--- src/rtl/rd84_popcount_scheduler.sv ---
// rd84_popcount_scheduler
// Shares one combinational rd84 8-input popcount unit among NUM_REQ
// requesters. A round-robin arbiter accepts one word at a time, streams it
// through the shared unit one byte per cycle (LSB chunk first), sums the
// per-chunk counts and returns the total with the requester ID on a
// valid/ready response port.
//
// Optional feature (compile-time macro RD84_ERR_CHECK_EN):
//   defined   -> adds o_err_sticky, set when the rd84 result exceeds 8 in
//                a RUN cycle and cleared only by reset; the offending
//                result is accumulated saturated at 8.
//   undefined -> no o_err_sticky port; results are accumulated unchecked.
module rd84_popcount_scheduler #(
    parameter  int NUM_REQ = 4,
    parameter  int WORD_W  = 32,
    localparam int ID_W    = $clog2(NUM_REQ),
    localparam int CNT_W   = $clog2(WORD_W + 1)
) (
    input  logic                      i_clock,
    input  logic                      i_reset,
    input  logic [NUM_REQ-1:0]        i_req_valid,
    output logic [NUM_REQ-1:0]        o_req_ready,
    input  logic [NUM_REQ*WORD_W-1:0] i_req_data,
    output logic [7:0]                o_pc_in,
    input  logic [3:0]                i_pc_out,
    output logic                      o_rsp_valid,
    input  logic                      i_rsp_ready,
    output logic [ID_W-1:0]           o_rsp_id,
    output logic [CNT_W-1:0]          o_rsp_count
`ifdef RD84_ERR_CHECK_EN
    ,
    output logic                      o_err_sticky
`endif
);

    localparam int NUM_CHUNK = WORD_W / 8;
    localparam int CHUNK_W   = (NUM_CHUNK > 1) ? $clog2(NUM_CHUNK) : 1;
    localparam logic [CHUNK_W-1:0] LAST_CHUNK = CHUNK_W'(NUM_CHUNK - 1);
    localparam logic [ID_W-1:0]    LAST_ID    = ID_W'(NUM_REQ - 1);

    typedef enum logic [1:0] {
        S_IDLE = 2'd0,
        S_RUN  = 2'd1,
        S_RESP = 2'd2
    } state_t;

    state_t             r_state;
    state_t             w_next_state;
    logic [ID_W-1:0]    r_rr_ptr;
    logic [CHUNK_W-1:0] r_chunk_idx;
    logic [WORD_W-1:0]  r_word;
    logic [CNT_W-1:0]   r_acc;
    logic [ID_W-1:0]    r_rsp_id;
    logic [CNT_W-1:0]   r_rsp_count;

    logic               w_grant_valid;
    logic [ID_W-1:0]    w_grant_id;
    logic [ID_W-1:0]    w_scan_id;
    logic [WORD_W-1:0]  w_grant_word;
    logic               w_accept;
    logic               w_last_chunk;
    logic [3:0]         w_pc_val;
    logic [CNT_W-1:0]   w_acc_sum;

    assign w_accept     = (r_state == S_IDLE) && w_grant_valid;
    assign w_last_chunk = (r_chunk_idx == LAST_CHUNK);

    // Round-robin scan: first valid requester starting at r_rr_ptr, wrapping.
    // NOTE: every signal driven in an always_comb gets a default at the top,
    // so no path leaves it unassigned and no latch is inferred.
    always_comb begin
        w_grant_valid = 1'b0;
        w_grant_id    = '0;
        w_scan_id     = '0;
        for (int i = 0; i < NUM_REQ; i++) begin
            w_scan_id = ID_W'((int'(r_rr_ptr) + i) % NUM_REQ);
            if (!w_grant_valid && i_req_valid[w_scan_id]) begin
                w_grant_valid = 1'b1;
                w_grant_id    = w_scan_id;
            end
        end
    end

    // Select the granted requester's word for capture.
    always_comb begin
        w_grant_word = '0;
        for (int r = 0; r < NUM_REQ; r++) begin
            if (w_grant_id == ID_W'(r)) begin
                w_grant_word = i_req_data[r*WORD_W +: WORD_W];
            end
        end
    end

    // Value added to the accumulator for the current chunk.
`ifdef RD84_ERR_CHECK_EN
    logic w_pc_bad;
    assign w_pc_bad = (i_pc_out > 4'd8);
    assign w_pc_val = w_pc_bad ? 4'd8 : i_pc_out;
`else
    assign w_pc_val = i_pc_out;
`endif
    assign w_acc_sum = r_acc + CNT_W'(w_pc_val);

    // FSM state register.
    // NOTE: clocked state uses non-blocking assignments so every register
    // samples pre-edge values regardless of statement order.
    always_ff @(posedge i_clock) begin
        if (i_reset) begin
            r_state <= S_IDLE;
        end else begin
            r_state <= w_next_state;
        end
    end

    // FSM next-state logic.
    always_comb begin
        w_next_state = r_state;
        unique case (r_state)
            S_IDLE:  if (w_grant_valid) w_next_state = S_RUN;
            S_RUN:   if (w_last_chunk)  w_next_state = S_RESP;
            S_RESP:  if (i_rsp_ready)   w_next_state = S_IDLE;
            default: w_next_state = S_IDLE;
        endcase
    end

    // FSM outputs: grant one-hot in IDLE, chunk to rd84 in RUN, valid in RESP.
    always_comb begin
        o_req_ready = '0;
        o_pc_in     = 8'h00;
        o_rsp_valid = 1'b0;
        unique case (r_state)
            S_IDLE:  if (w_grant_valid) o_req_ready[w_grant_id] = 1'b1;
            S_RUN:   o_pc_in = r_word[{r_chunk_idx, 3'b000} +: 8];
            S_RESP:  o_rsp_valid = 1'b1;
            default: ;
        endcase
    end

    // Control and result registers: pointer, chunk index, accumulator, response.
    always_ff @(posedge i_clock) begin
        if (i_reset) begin
            r_rr_ptr    <= '0;
            r_chunk_idx <= '0;
            r_acc       <= '0;
            r_rsp_id    <= '0;
            r_rsp_count <= '0;
        end else if (w_accept) begin
            r_rr_ptr    <= (w_grant_id == LAST_ID) ? '0 : w_grant_id + ID_W'(1);
            r_chunk_idx <= '0;
            r_acc       <= '0;
            r_rsp_id    <= w_grant_id;
        end else if (r_state == S_RUN) begin
            r_acc       <= w_acc_sum;
            r_chunk_idx <= w_last_chunk ? '0 : r_chunk_idx + CHUNK_W'(1);
            if (w_last_chunk) begin
                r_rsp_count <= w_acc_sum;
            end
        end
    end

    // Captured request word; later req_data changes cannot disturb a job.
    // NOTE: r_word carries no reset -- it is pure datapath, only read in RUN,
    // and always loaded on the accept edge before that.
    always_ff @(posedge i_clock) begin
        if (w_accept) begin
            r_word <= w_grant_word;
        end
    end

`ifdef RD84_ERR_CHECK_EN
    // Sticky flag for an out-of-range rd84 result seen during RUN.
    always_ff @(posedge i_clock) begin
        if (i_reset) begin
            o_err_sticky <= 1'b0;
        end else if ((r_state == S_RUN) && w_pc_bad) begin
            o_err_sticky <= 1'b1;
        end
    end
`endif

    assign o_rsp_id    = r_rsp_id;
    assign o_rsp_count = r_rsp_count;

endmodule
--- config.mk ---
export PLATFORM = sky130hd
export DESIGN_NAME = rd84_popcount_scheduler
export DESIGN_NICKNAME = d
export VERILOG_FILES = /design/src/rtl/rd84_popcount_scheduler.sv
export SDC_FILE = /design/constraint.sdc
export NUM_CORES = 1
export LEC_CHECK = 0
export ABC_AREA = 1
export BUFFER_PORTS_ARGS = -buffer_cell sky130_fd_sc_hd__buf_4
export CORE_UTILIZATION = 48
export CTS_BUF_LIST = sky130_fd_sc_hd__clkbuf_16
export DETAILED_ROUTE_END_ITERATION = 7
export PLACE_DENSITY = 0.87
export SETUP_SLACK_MARGIN = 0.02
export SLEW_MARGIN = 20
export SYNTH_ARGS = -nofsm -noshare
export SYNTH_HDL_FRONTEND = slang
export SYNTH_SLANG_ARGS = --single-unit
--- constraint.sdc ---
create_clock -name i_clock -period 2.95 [get_ports i_clock]
set_input_delay 0.295 -clock i_clock [delete_from_list [all_inputs] [get_ports i_clock]]
set_output_delay 0.295 -clock i_clock [all_outputs]
set_load 0.1 [all_outputs]
# Word level (Yosys, flattened, before mapping)
# Cells that the tools add are included.
[classes]
add_sub_neg = 6
magnitude_cmp = 6
n_eq_ne = 9
shifts = 1
muxes = 32
bitwise = 1
reduce_logical = 13
[ops]
columns = ["op", "count"]
rows = [
  ["$mux 32", 4],
  ["$shiftx 32x6->8", 1],
  ["$mux 2", 9],
  ["$lt 2x3->1 const B", 5],
  ["$mux 1", 10],
  ["$bmux 1 s2", 4],
  ["$eq 2x2->1 const B", 4],
  ["$mux 4", 2],
  ["$mux 8", 1],
  ["$add 2x1->2 const B", 3],
  ["$add 6x4->6", 1],
  ["$ne 2x2->1 const B", 3],
  ["$pmux 2 s3", 1],
  ["$reduce_and 3->1", 2],
  ["$logic_and 1x1->1", 5],
  ["$add 2x2->2 const B", 2],
  ["$eq 2x1->1 const B", 2],
  ["$logic_not 2->1", 2],
  ["$logic_not 1->1", 3],
  ["$demux 1 s2", 1],
  ["$ge 2x1->1 const B", 1],
  ["$reduce_or 2->1", 1],
  ["$not 1->1", 1],
]
[totals]
reg_bits = 52
wordCells = 75

# Logic depth before layout (Yosys ltp)
[depth]
word_depth = 18
mapped_depth = 18
ltp_nobuf = 15

# Worst setup path before layout
# Ideal clock, no wire load.
[synth_path]
path_type = "flip-flop to output port"
start = "register r_rr_ptr[0]"
end = "output port o_req_ready[1]"
t_arrival_ps = 3103
slack_ps = -448
stages_incl_launch_ff = 15
n_path_buf = 3
path_cell_list = "dfxtp_1 > buf_6 > inv_6 > nand2_1 > nand2_1 > o21ai_2 > inv_2 > nand3_4 > nand3_1 > inv_1 > ha_1 > clkbuf_1 > clkbuf_1 > inv_1 > nor2_1"
[synth_between]
elab_chain_cells = 18
[synth_lines]
columns = ["item", "line_no", "rtl"]
rows = [
  ["start: declaration", "49", "logic [ID_W-1:0] r_rr_ptr;"],
  ["start signal: assignment", "148", "r_rr_ptr <= (w_grant_id == LAST_ID) ? '0 : w_grant_id + ID_W'(1);"],
  ["parallel branches: the longest is 11 deep, another holds $add 2x1->2", "--", ""],
  ["$mux 2 *", "77", "if (!w_grant_valid && i_req_valid[w_scan_id]) begin"],
  ["via w_grant_id[0]", "57", "logic [ID_W-1:0] w_grant_id;"],
  ["$lt 2x3->1 (implied by the code) or $ge 2x1->1 (tied branches)", "132", "S_IDLE: if (w_grant_valid) o_req_ready[w_grant_id] = 1'b1;"],
  ["$logic_and 1x1->1 (implied by the code)", "132", ""],
  ["$mux 1 (implied by the code)", "132", ""],
  ["$demux 1 s2 *", "132", ""],
  ["$mux 4 *", "132", ""],
  ["$mux 4 *", "131", "unique case (r_state)"],
  ["end: declaration", "22", "output logic [NUM_REQ-1:0] o_req_ready,"],
]
# Mark *: on every way through the listed nets, which the timed path passes. The select of a mux whose other input is x is not followed.

# Final worst setup path
[layout_path]
start = "register r_rr_ptr[1]"
end = "output port o_req_ready[3]"
# The elaborated chain is that of the path after synthesis.

==> flow_metrics.tcl <==
set metrics [dict create \
    synth_top_area_cell "edfxtp_1" \
    seq_area_mm2 0.00137 \
    syn2layout_area_growth_pct 43.4 \
    drive_gt1_frac 0.365 \
    grt_max_degree 37 \
    dp_cells 678 \
    clock_sinks 52 \
    multi_input_area_mm2 0.00187 \
    synthTopCellsByCount "nand2_1 (93), nor2_1 (77), a221oi_1 (32), edfxtp_1 (32), o31ai_1 (32)" \
    crit_chain "inv_2, nand2_2, nand2_2, nand2_1, nand2_4, nor2_8, nand3_1, nand3_1, nand2_1, inv_1, ha_2, inv_1, nor2_2, buf_4" \
    first_pass_iters 4 \
    dieWidth_um 86.9 \
    fin_worst_skew_ns 0.00696 \
    hold_ws_ns 0.228 \
    r2r-end "r_word[15]" \
    outcome "finished clean" \
    nNetsFinal 739 \
    cp_top_family "simple AND/OR/NAND/NOR gates" \
    ys_seq_area_frac 0.393 \
    synth-edff-count 32 \
    core.rowCount 30 \
    cts_post_setup_buffers_inserted 0 \
    startpoint_type "register" \
    r2r_slack_ns 0.33 \
    synth_area_leaders "edfxtp_1 (28%), dfxtp_1 (12%), nand2_1 (10%)" \
    power_mw 5.79 \
    ir_drop_uv 657 \
    min_path_type "in2reg" \
    synth.avg_cell_area_um2 7.84 \
    synth.most_common_cell "nand2_1" \
    power_leakage_nw 2.21 \
    antenna_found_initial 0 \
    synth_cell_types 36 \
    viasPerCell 5.48 \
    pin_count 160 \
    drc 0 \
    synth_top_cell_area_share 0.278 \
    grt_pass1_vias 3549 \
    cts-buffers-inserted 5 \
    hold_depth 2 \
    worst-r2r-cell-count 14 \
    post-place-ws_ns 0.177 \
    nFillCells 515 \
    ys_warn_count 0 \
    drv_cap 0 \
    place_area_mm2 0.00477 \
    core_mm2 0.00687 \
    slowest_stage "dfxtp_1" \
    holdPathEnd "o_rsp_count[2]" \
    synth_area_mm2 0.00346 \
    cts_tree "yes" \
    clockRootBuffer "clkbuf_16" \
    path_class "reg2out" \
    post-dp-hpwl_um 7680 \
    r2r_start "r_rr_ptr[1]" \
    diodes 0 \
    grt_pass1_wl_um 16100 \
    place.port_buffers 159 \
    rsz0062_at_grt "true" \
    vias 3768 \
    slew_headroom 0.661 \
    syn_nets 590 \
    die-area_mm2 0.00755 \
    avgRoutedWirePerCell_um 14.9 \
    track_usage 0.268 \
    slowest_delay_ns 0.41 \
    critPathRequiredTime_ns 2.65 \
    final_cells 687 \
    hp-start "i_reset" \
    floorplan.initialDensity 0.504 \
    cp.depth 14 \
    hold_viol 0 \
    min_period_ns 2.82 \
    drt_iter0_markers 167 \
    cp.arrival_ns 2.53 \
    globalRouteOverflowTotal 0 \
    dieHeight_um 86.9 \
    powerDensity_mw_per_mm2 1170 \
    async_flop_share 0 \
    postRouteAntennaNets 0 \
    wirelength_um 10200 \
    synth_ff_type "edfxtp_1" \
    clockBufferDepth 2 \
    h-tree-depth 2 \
    fin_area_mm2 0.00496 \
    setup_viol 0 \
    max_freq_ghz 0.355 \
    end_kind "output port" \
    ys_seq_elements 52 \
    period_share 0.956 \
    path_clk_slew_ns 0.07 \
    worst_slew_pin_slew_ns 0.506 \
    worst-path-max-fanout 14 \
    synthCells 441 \
    finalMaxSlewViolations 0 \
    cp.buffers_inverters 4 \
    setup_ws_ns 0.130 \
    clk_latency_ns 0.28 \
    gp_congestion 0.858 \
]
==> kinds of logic (layout without fill, tap and decap cells) <==
kind of cell	after synthesis	after routing	synth area share
fa+ha+maj	10	10	0.0383
simple gates	207	207	0.262
compound gates	110	110	0.230
buf+inv	60	210	0.0712
xor+xnor	2	2	0.00506
flops	52	52	0.393
==> layer usage <==
metal  vias up  GRT usage  wire length [µm]
met4         0     0.0773               214
met3        21     0.0351               553
met5         -          0                 0
li1       1847          -                 -
met1      1739      0.337              4080
met2       161      0.482              5390
==> how the worst max path moves through the flow <==
stage	from	slack, ns	endpoint
after floorplan	r_rr_ptr[0]	-0.007	o_req_ready[1]
after global placement	r_rr_ptr[0]	0.32	o_req_ready[1]
after detailed placement	r_rr_ptr[0]	0.18	o_req_ready[1]
after CTS	r_rr_ptr[0]	0.08	o_req_ready[1]
after global routing	r_rr_ptr[1]	-0.03	o_req_ready[3]
final	r_rr_ptr[1]	0.13	o_req_ready[3]
==> stage by stage <==
step / utilization / setup TNS [ns]
after floorplan: - / -0.00729
after global placement: 0.694 / 0
after detailed placement: 0.694 / 0
after CTS: 0.716 / 0
after global routing: 0.722 / -0.0647
final: 0.722 / 0
==> layout by cell type, fill, tap and decap left out, types with 2 or more instances in the layout <==
| master | instances |
|---|---|
| buf_4 | 165 |
| nand2_1 | 93 |
| nor2_1 | 73 |
| a221oi_1 | 32 |
| o31ai_1 | 32 |
| edfxtp_1 | 32 |
| inv_1 | 27 |
| dfxtp_1 | 19 |
| o21ai_0 | 18 |
| nand3_1 | 14 |
| a21oi_1 | 14 |
| nand2_2 | 9 |
| a21oi_2 | 8 |
| ha_1 | 7 |
| nor2_2 | 6 |
| clkbuf_16 | 6 |
| nand4_1 | 3 |
| buf_12 | 3 |
| inv_2 | 2 |
| o21ai_2 | 2 |
| nand2_4 | 2 |
| xnor2_1 | 2 |
| o211ai_1 | 2 |
| ha_2 | 2 |
==> layout make-up <==
class                           instances  area share
Clock inverter                          3     0.00378
Clock buffer                            5      0.0252
Tap cell                               96      0.0242
Timing Repair Buffer                  170       0.270
Multi-Input combinational cell        329       0.376
Inverter                               32      0.0257
Sequential cell                        52       0.275
==> state kept, by name (all words and copies together) (netlist names) <==
register	cells
r_chunk_idx	2
r_state	2
o_rsp_id	2
o_rsp_count	6
r_acc	6
r_word	32
r_rr_ptr	2
==> where the power goes <==
group	total, mW	internal [mW]	leakage, nW	switching, mW
combinational	3.84	1.36	1.65	2.48
sequential	1.40	1.29	0.491	0.104
clock	0.558	0.312	0.0697	0.246
==> timing repair <==
action | in CTS | in global routing
hold buffers | 0 | 0
pin swaps | 0 | 0
gates cloned | 0 | 1
setup endpoints to repair | 1 | 3
resized for setup | 2 | 6
Power figures use the tool's default switching activity.
